--- config.mk ---
export PLATFORM = sky130hd
export DESIGN_NAME = wave_gen
export DESIGN_NICKNAME = d
export VERILOG_FILES = /design/src/rtl/wave_gen_pkg.sv /design/src/rtl/wave_prescaler.sv /design/src/rtl/wave_gen.sv
export SDC_FILE = /design/constraint.sdc
export NUM_CORES = 1
export LEC_CHECK = 0
export CORE_AREA = 2 2 109 111
export CTS_BUF_LIST = sky130_fd_sc_hd__clkbuf_16
export DETAILED_ROUTE_END_ITERATION = 7
export DIE_AREA = 0 0 111 113
export PLACE_DENSITY = 0.86
export SLEW_MARGIN = 40
export SYNTH_ARGS = -nofsm -noshare
export SYNTH_HDL_FRONTEND = slang
export SYNTH_SLANG_ARGS = --single-unit
--- constraint.sdc ---
create_clock -name clk -period 5.4 [get_ports clk]
set_input_delay 0.81 -clock clk [delete_from_list [all_inputs] [get_ports clk]]
set_output_delay 0.81 -clock clk [all_outputs]
set_load 0.02 [all_outputs]
--- src/rtl/wave_gen_pkg.sv ---
// Shared types and default widths for the multi-mode waveform generator.
package wave_gen_pkg;

  localparam int unsigned WAVE_WIDTH_DEF   = 16;
  localparam int unsigned WAVE_PRESC_W_DEF = 16;

  typedef enum logic [1:0] {
    MODE_SAW  = 2'd0,
    MODE_RAMP = 2'd1,
    MODE_TRI  = 2'd2,
    MODE_SQR  = 2'd3
  } wave_mode_t;

  // UP covers every non-triangle mode and the rising half of the triangle.
  typedef enum logic [1:0] {
    ST_IDLE = 2'd0,
    ST_UP   = 2'd1,
    ST_DOWN = 2'd2
  } wave_state_t;

endpackage

--- src/rtl/wave_prescaler.sv ---
// Step-rate divider: pulses step once every prescaler+1 clocks while not cleared.
module wave_prescaler
  import wave_gen_pkg::*;
#(
  parameter int unsigned PRESC_W = WAVE_PRESC_W_DEF
) (
  input  logic               clk,
  input  logic               rst,
  input  logic               clr,
  input  logic [PRESC_W-1:0] prescaler,
  output logic               step
);

  logic [PRESC_W-1:0] cnt;

  // prescaler is live, so a lowered value lets cnt free-wrap until it matches
  assign step = (cnt == prescaler);

  always_ff @(posedge clk) begin
    if (rst || clr) begin
      cnt <= '0;
    end else if (step) begin
      cnt <= '0;
    end else begin
      cnt <= cnt + PRESC_W'(1);
    end
  end

endmodule

--- src/rtl/wave_gen.sv ---
// Multi-mode waveform generator (saw, ramp-down, triangle, square) with period strobe.
// Optional macro WAVE_GEN_DUTY_EN enables a programmable square duty threshold.
module wave_gen
  import wave_gen_pkg::*;
#(
  parameter int unsigned WIDTH   = WAVE_WIDTH_DEF,
  parameter int unsigned PRESC_W = WAVE_PRESC_W_DEF
) (
  input  logic               clk,
  input  logic               rst,
  input  logic               ena,
  input  logic [1:0]         mode,
  input  logic [WIDTH-1:0]   amplitude,
  input  logic [PRESC_W-1:0] prescaler,
  input  logic [WIDTH-1:0]   duty,
  output logic [WIDTH-1:0]   data,
  output logic               wrap
);

  wave_state_t      state, state_n;
  logic [WIDTH-1:0] ph, ph_n;
  wave_mode_t       mode_s, mode_n;
  logic [WIDTH-1:0] amp_s, amp_n;
  logic [WIDTH-1:0] data_n;
  logic             wrap_n;
  logic             reload;
  logic             step;
  logic             clr;
  logic [WIDTH-1:0] ph_inc;
  logic [WIDTH:0]   amp_p1;
  logic [WIDTH:0]   thr;

`ifdef WAVE_GEN_DUTY_EN
  logic [WIDTH-1:0] duty_s, duty_n;
`else
  logic             unused_duty;
  assign unused_duty = ^duty;
`endif

  assign clr    = (state == ST_IDLE) || !ena;
  assign ph_inc = ph + WIDTH'(1);

  wave_prescaler #(
    .PRESC_W (PRESC_W)
  ) u_presc (
    .clk       (clk),
    .rst       (rst),
    .clr       (clr),
    .prescaler (prescaler),
    .step      (step)
  );

  // Phase FSM, shadow reload at period boundaries and next output sample
  always_comb begin
    state_n = state;
    ph_n    = ph;
    mode_n  = mode_s;
    amp_n   = amp_s;
    data_n  = '0;
    wrap_n  = 1'b0;
    reload  = 1'b0;
    amp_p1  = '0;
    thr     = '0;
`ifdef WAVE_GEN_DUTY_EN
    duty_n  = duty_s;
`endif

    if (!ena) begin
      state_n = ST_IDLE;
      ph_n    = '0;
    end else begin
      case (state)
        ST_IDLE: begin
          state_n = ST_UP;
          ph_n    = '0;
          reload  = 1'b1;
        end
        ST_UP: begin
          if (step) begin
            if (ph == amp_s) begin
              ph_n   = '0;
              reload = 1'b1;
            end else begin
              ph_n = ph_inc;
              if (mode_s == MODE_TRI && ph_inc == amp_s) begin
                state_n = ST_DOWN;
              end
            end
          end
        end
        ST_DOWN: begin
          if (step) begin
            if (ph == WIDTH'(1)) begin
              ph_n    = '0;
              state_n = ST_UP;
              reload  = 1'b1;
            end else begin
              ph_n = ph - WIDTH'(1);
            end
          end
        end
        default: begin
          state_n = ST_IDLE;
          ph_n    = '0;
        end
      endcase
    end

    if (reload) begin
      mode_n = wave_mode_t'(mode);
      amp_n  = amplitude;
      wrap_n = 1'b1;
`ifdef WAVE_GEN_DUTY_EN
      duty_n = duty;
`endif
    end

    // Square threshold held at WIDTH+1 bits so an all-ones amplitude cannot overflow
    amp_p1 = {1'b0, amp_n} + (WIDTH+1)'(1);
`ifdef WAVE_GEN_DUTY_EN
    thr = ({1'b0, duty_n} < amp_p1) ? {1'b0, duty_n} : amp_p1;
`else
    thr = amp_p1 >> 1;
`endif

    if (ena) begin
      case (mode_n)
        MODE_SAW:  data_n = ph_n;
        MODE_RAMP: data_n = amp_n - ph_n;
        MODE_TRI:  data_n = ph_n;
        MODE_SQR:  data_n = ({1'b0, ph_n} < thr) ? amp_n : '0;
        default:   data_n = '0;
      endcase
    end
  end

  always_ff @(posedge clk) begin
    if (rst) begin
      state  <= ST_IDLE;
      ph     <= '0;
      mode_s <= MODE_SAW;
      amp_s  <= '0;
      data   <= '0;
      wrap   <= 1'b0;
`ifdef WAVE_GEN_DUTY_EN
      duty_s <= '0;
`endif
    end else begin
      state  <= state_n;
      ph     <= ph_n;
      mode_s <= mode_n;
      amp_s  <= amp_n;
      data   <= data_n;
      wrap   <= wrap_n;
`ifdef WAVE_GEN_DUTY_EN
      duty_s <= duty_n;
`endif
    end
  end

endmodule

Word-level counts from Yosys, hierarchy flattened
Index checks and enable logic that the tools add are counted.
{ "word_totals": {"ff_bits": 69, "in_bits": 53, "out_inout_bits": 17} }
{ "op_classes": {"add_sub_neg": 5, "magnitude_cmp": 1, "eq_ne": 15, "muxes": 23, "bitwise": 1, "reduce_logical": 10} }
{ "op_table": {"columns": ["operator", "count"], "rows": [
  ["$mux 16", 7],
  ["$eq 16x16->1", 3],
  ["$pmux 16 s3", 1],
  ["$add 16x1->16 const B", 2],
  ["$pmux 16 s2", 1],
  ["$add 16x1->17 const B", 1],
  ["$eq 16x1->1 const B", 1],
  ["$lt 16x16->1", 1],
  ["$sub 16x1->16 const B", 1],
  ["$sub 16x16->16", 1],
  ["$mux 2", 6],
  ["$ne 2x2->1 const B", 5],
  ["$eq 2x2->1 const B", 4],
  ["$mux 1", 6],
  ["$pmux 2 s3", 1],
  ["$reduce_or 2->1", 3],
  ["$reduce_and 5->1", 1],
  ["$eq 2x1->1 const B", 2],
  ["$logic_not 2->1", 2],
  ["$pmux 1 s3", 1],
  ["$logic_or 1x1->1", 2],
  ["$logic_and 1x1->1", 1],
  ["$logic_not 1->1", 1],
  ["$not 1->1", 1]
]} }

Longest topological paths before layout
{ "logic_depth": {"ltp_word": 10, "mapped_depth": 25} }

Hierarchy
From an unflattened synthesis, not the netlist that was laid out.
{ "unflattened": {"hier_cells": 759, "hier_area_um2": 6037.0} }
{ "by_module_without_submodules": {"columns": ["module", "n_inst", "cells_each", "area_per_inst_um2", "seq_area_each_um2"], "rows": [
  ["wave_gen", 1, 660, 5118.7, 1061.0],
  ["wave_prescaler", 1, 99, 918.4, 320.3]
]} }

Worst setup path before layout
No wires, ideal clock.
{ "synth_path": {"path_kind": "input -> register", "start": "input prescaler[8]", "end": "register data[14]", "setup_ns": 0.131, "t_arrival_ns": 5.222, "t_required_ns": 5.269, "setup_slack_ns": 0.047, "path_stages": 21, "n_path_buf": 3, "cell_sequence": "xor2_1 > nor4_1 > and4_1 > buf_4 > a31oi_4 > nor3_4 > buf_4 > buf_4 > mux2_2 > inv_2 > ha_1 > inv_1 > fa_1 > a211oi_1 > o21ai_1 > a31oi_1 > o21ai_1 > o41ai_1 > nor3_1 > o41ai_1 > a21oi_2"} }
{ "synth_between": {"elab_chain_cells": 9, "word_cells_on_any_way": 21} }
{ "synth_rtl": {"columns": ["element", "line", "source"], "rows": [
  ["start: declaration", "wave_gen.sv:14", "input logic [PRESC_W-1:0] prescaler,"],
  ["$eq 16x16->1 *", "wave_prescaler.sv:17", "assign step = (cnt == prescaler);"],
  ["$mux 1 (on tied branches)", "wave_gen.sv:92, wave_gen.sv:79", null],
  ["$pmux 1 s3 *", "wave_gen.sv:72", "case (state)"],
  ["$mux 1 *", "wave_gen.sv:68", "if (!ena) begin"],
  ["$mux 16 *", "wave_gen.sv:109", "if (reload) begin"],
  ["net amp_n[0]", "wave_gen.sv:23", "logic [WIDTH-1:0] amp_s, amp_n;"],
  ["$add 16x1->17", "wave_gen.sv:119", "amp_p1 = {1'b0, amp_n} + (WIDTH+1)'(1);"],
  ["$lt 16x16->1", "wave_gen.sv:131", "MODE_SQR: data_n = ({1'b0, ph_n} < thr) ? amp_n : '0;"],
  ["$mux 16", "wave_gen.sv:131", null],
  ["$pmux 16 s3 *", "wave_gen.sv:127", "case (mode_n)"],
  ["end signal: assignment", "wave_gen.sv:153", "data <= data_n;"],
  ["end: declaration", "wave_gen.sv:16", "output logic [WIDTH-1:0] data,"]
]} }
Mark *: on every way through the listed nets, which the timed path passes. The rest lies on a longest branch.
A chain may end at the register's enable or synchronous reset.

Final worst setup path
{ "layout_path": {"start": "input prescaler[11]", "end": "register data[0]"} }
The elaborated chain is that of the path after synthesis.

==> impl_metrics.json <==
{
  "outcome": "completed",
  "drt-pass1-iter-count": 6,
  "tightestPinTransition_ns": 0.7459,
  "wl_met3_mm": 1.629,
  "synth.distinct_cells": 77,
  "num_rows": 39,
  "max_freq_mhz": 194.3,
  "crit_required_ns": 5.67,
  "clock_path_buffers": 2,
  "vias_per_cell": 6.215,
  "die_area_um2": 12540,
  "postLayoutSetupSlackWorst_ns": 0.2529,
  "fin_worst_skew_ns": 0.006746,
  "die_w_um": 111,
  "grt_overflow_total": 0,
  "initial_core_util_pct": 51.64,
  "die_y_um": 113,
  "slew_violations": 0,
  "async_flop_share_pct": 0,
  "rrSetupSlack_ns": 0.40,
  "cap_violations": 0,
  "grt_max_degree": 37,
  "gp_congestion": 1.008,
  "avgSynthCellArea_um2": 7.844,
  "path_class": "in2reg",
  "r2r-end": "data[0]",
  "dp_hpwl_mm": 13.34,
  "synth_cells": 742,
  "htreeDepth": 3,
  "finalSetupViolCount": 0,
  "grt_util_all_layers_pct": 28.22,
  "ys.flop_type": "dfxtp_1",
  "wl_mm": 18.23,
  "arrival_ns": 5.42,
  "io_pins": 70,
  "powerDensity_nw_per_um2": 225.8,
  "clk_latency_ns": 0.35,
  "crit_end": "data[0]",
  "clk_pin_slew_ns": 0.06,
  "p_clk_share_pct": 35.3,
  "pre_cts_slack_ns": -0.2513,
  "final_common_cell": "nor2_1",
  "grt_pass1_vias": 5726,
  "antenna_found_initial": 0,
  "synth_warnings": 0,
  "ys_seq_area_share_pct": 23.73,
  "routed.top_layer": "met4",
  "antennaDiodeCount": 0,
  "instances_no_fill": 993,
  "fin_tns_setup_ns": 0,
  "finalPower_mw": 1.659,
  "worstSetupEndpointType": "register",
  "p_leak_nw": 3.073,
  "syn2layout_area_growth_pct": 26.27,
  "synthesis.area_um2": 5821,
  "r2r_start": "ph[0]",
  "synth_edf_count": 0,
  "dpl.cell_count": 971,
  "grt_setup_unrepaired": "no",
  "internal_power_mw": 1.131,
  "finish.utilization_pct": 65.20,
  "core-area_um2": 11270,
  "p_switching_mw": 0.5280,
  "r2r_cells": 23,
  "hold_violations": 0,
  "wire_per_inst_um": 18.36,
  "grt_pass1_wl_mm": 28.59,
  "worstHoldPathType": "reg2reg",
  "relSlewSlack_pct": 48.85,
  "wl_met2_mm": 8.520,
  "fin_crit_sh_pct": 95.32,
  "seq_power_share_pct": 32.7,
  "pwr-share-comb_pct": 32.0,
  "synth_nets": 835,
  "wl_met1_mm": 7.513,
  "ys_ff_latch": 69,
  "p_sw_share_pct": 31.82,
  "final.min_clock_period_ns": 5.147,
  "vias": 6171,
  "drc_errors": 0,
  "cts.sinks": 69,
  "startpoint_type": "input port",
  "port_buffers": 53,
  "drive_above_1_share_pct": 14.71,
  "path_max_fanout": 8,
  "final_antenna_net_count": 0,
  "drt_iter0_drc": 838,
  "cts-hold-fix-buffers": 0,
  "peakVddDrop_uv": 223.9,
  "final_nets": 939,
  "cts_buffers": 9,
  "critical_path.startpoint": "prescaler[11]",
  "layout_common_cells": "92 x nor2_1, 70 x buf_4, 69 x dfxtp_1",
  "cts_tree": "yes",
  "cts_root_buf": "clkbuf_16"
}
-- critical path, stage by stage --
cell	delay (ns)
clkdlybuf4s50_1	0.42
xor2_1	0.18
nor4_2	0.31
buf_4	0.16
and4_4	0.24
a31oi_4	0.11
nor3_4	0.16
buf_12	0.15
mux2_4	0.31
buf_4	0.15
ha_4	0.20
and3_1	0.19
o21ai_1	0.16
ha_1	0.27
nand4_1	0.12
nor2_1	0.07
a211oi_1	0.20
o21ai_0	0.15
a21o_1	0.23
a2111oi_4	0.26
buf_4	0.19
clkbuf_16	0.16
nand2_1	0.07
a31oi_1	0.14
-- power by group through the flow --
stage	sequential, mW	clock [mW]	combinational, mW
2_1_floorplan	0.554	0	0.305
3_3_place_gp	0.552	0	0.472
3_5_place_dp	0.553	0	0.483
4_1_cts	0.542	0.591	0.489
5_1_grt	0.543	0.618	0.570
6_report	0.542	0.586	0.531
-- worst min-delay path by stage --
stage | startpoint | end | slack, ns | cells past startpoint
2_1_floorplan | u_presc.cnt[0] | u_presc.cnt[0] | 0.45 | 1
4_1_cts | u_presc.cnt[0] | u_presc.cnt[0] | 0.49 | 1
5_1_grt | u_presc.cnt[0] | u_presc.cnt[0] | 0.52 | 1
3_5_place_dp | u_presc.cnt[0] | u_presc.cnt[0] | 0.48 | 1
3_3_place_gp | u_presc.cnt[0] | u_presc.cnt[0] | 0.47 | 1
6_report | u_presc.cnt[0] | u_presc.cnt[0] | 0.49 | 1
-- state kept, by name, summed over array words and instances, names as in the netlist --
register     flops
u_presc.cnt     16
state            2
mode_s           2
amp_s           16
ph              16
data            16
wrap             1
-- synth_stat cells, drive strengths merged (13+ instances only) --
master / n / area [µm²]
nand2: 54 / 205.2
o21ai: 31 / 155.1
xor2: 44 / 385.4
xnor2: 39 / 341.6
and3: 16 / 100.1
nor4: 16 / 127.6
a21oi: 33 / 172.7
dfxtp: 69 / 1381
nand4: 18 / 112.6
nor2: 93 / 349.1
nor3: 16 / 91.34
nand3: 32 / 160.2
inv: 39 / 146.4
mux2: 13 / 146.4
clkbuf: 21 / 78.83
mux2i: 16 / 160.2
ha: 39 / 488.0
buf: 16 / 100.1
-- cell families after synthesis --
family | synth area share (%)
simple gates | 25.02
compound gates | 18.79
xor+xnor | 12.88
buf+inv | 5.589
flops | 23.73
fa+ha+maj | 8.727
mux | 5.266
-- per-layer routing --
layer | vias to the layer above | track usage, %
met1 | 2892 | 36.85
met3 | 49 | 4.874
met2 | 350 | 47.08
li1 | 2880 | -
met5 | - | 0
met4 | 0 | 10.42
-- final cells by class --
| cell class | instances | area, µm² |
|---|---|---|
| fill | 919 | 3923 |
| timing repair buffer | 130 | 1197 |
| multi-input combinational | 597 | 4164 |
| clock inverter | 6 | 56.30 |
| sequential | 69 | 1381 |
| clock buffer | 9 | 225.2 |
| inverter | 39 | 146.4 |
| tap | 143 | 178.9 |
-- timing repair --
action,CTS,global route
buffers inserted,0,5
resized for setup,0,14
setup endpoints to repair,0,16
-- through the flow --
stage	cell area (µm²)	hold WS, ns
CTS	7171	0.4924
global placement	6889	0.4653
global route	7350	0.5236
floorplan	5821	0.4510
detailed placement	6889	0.4807
finish	7350	0.4933
Note: power is estimated with default switching activity, not from simulation.
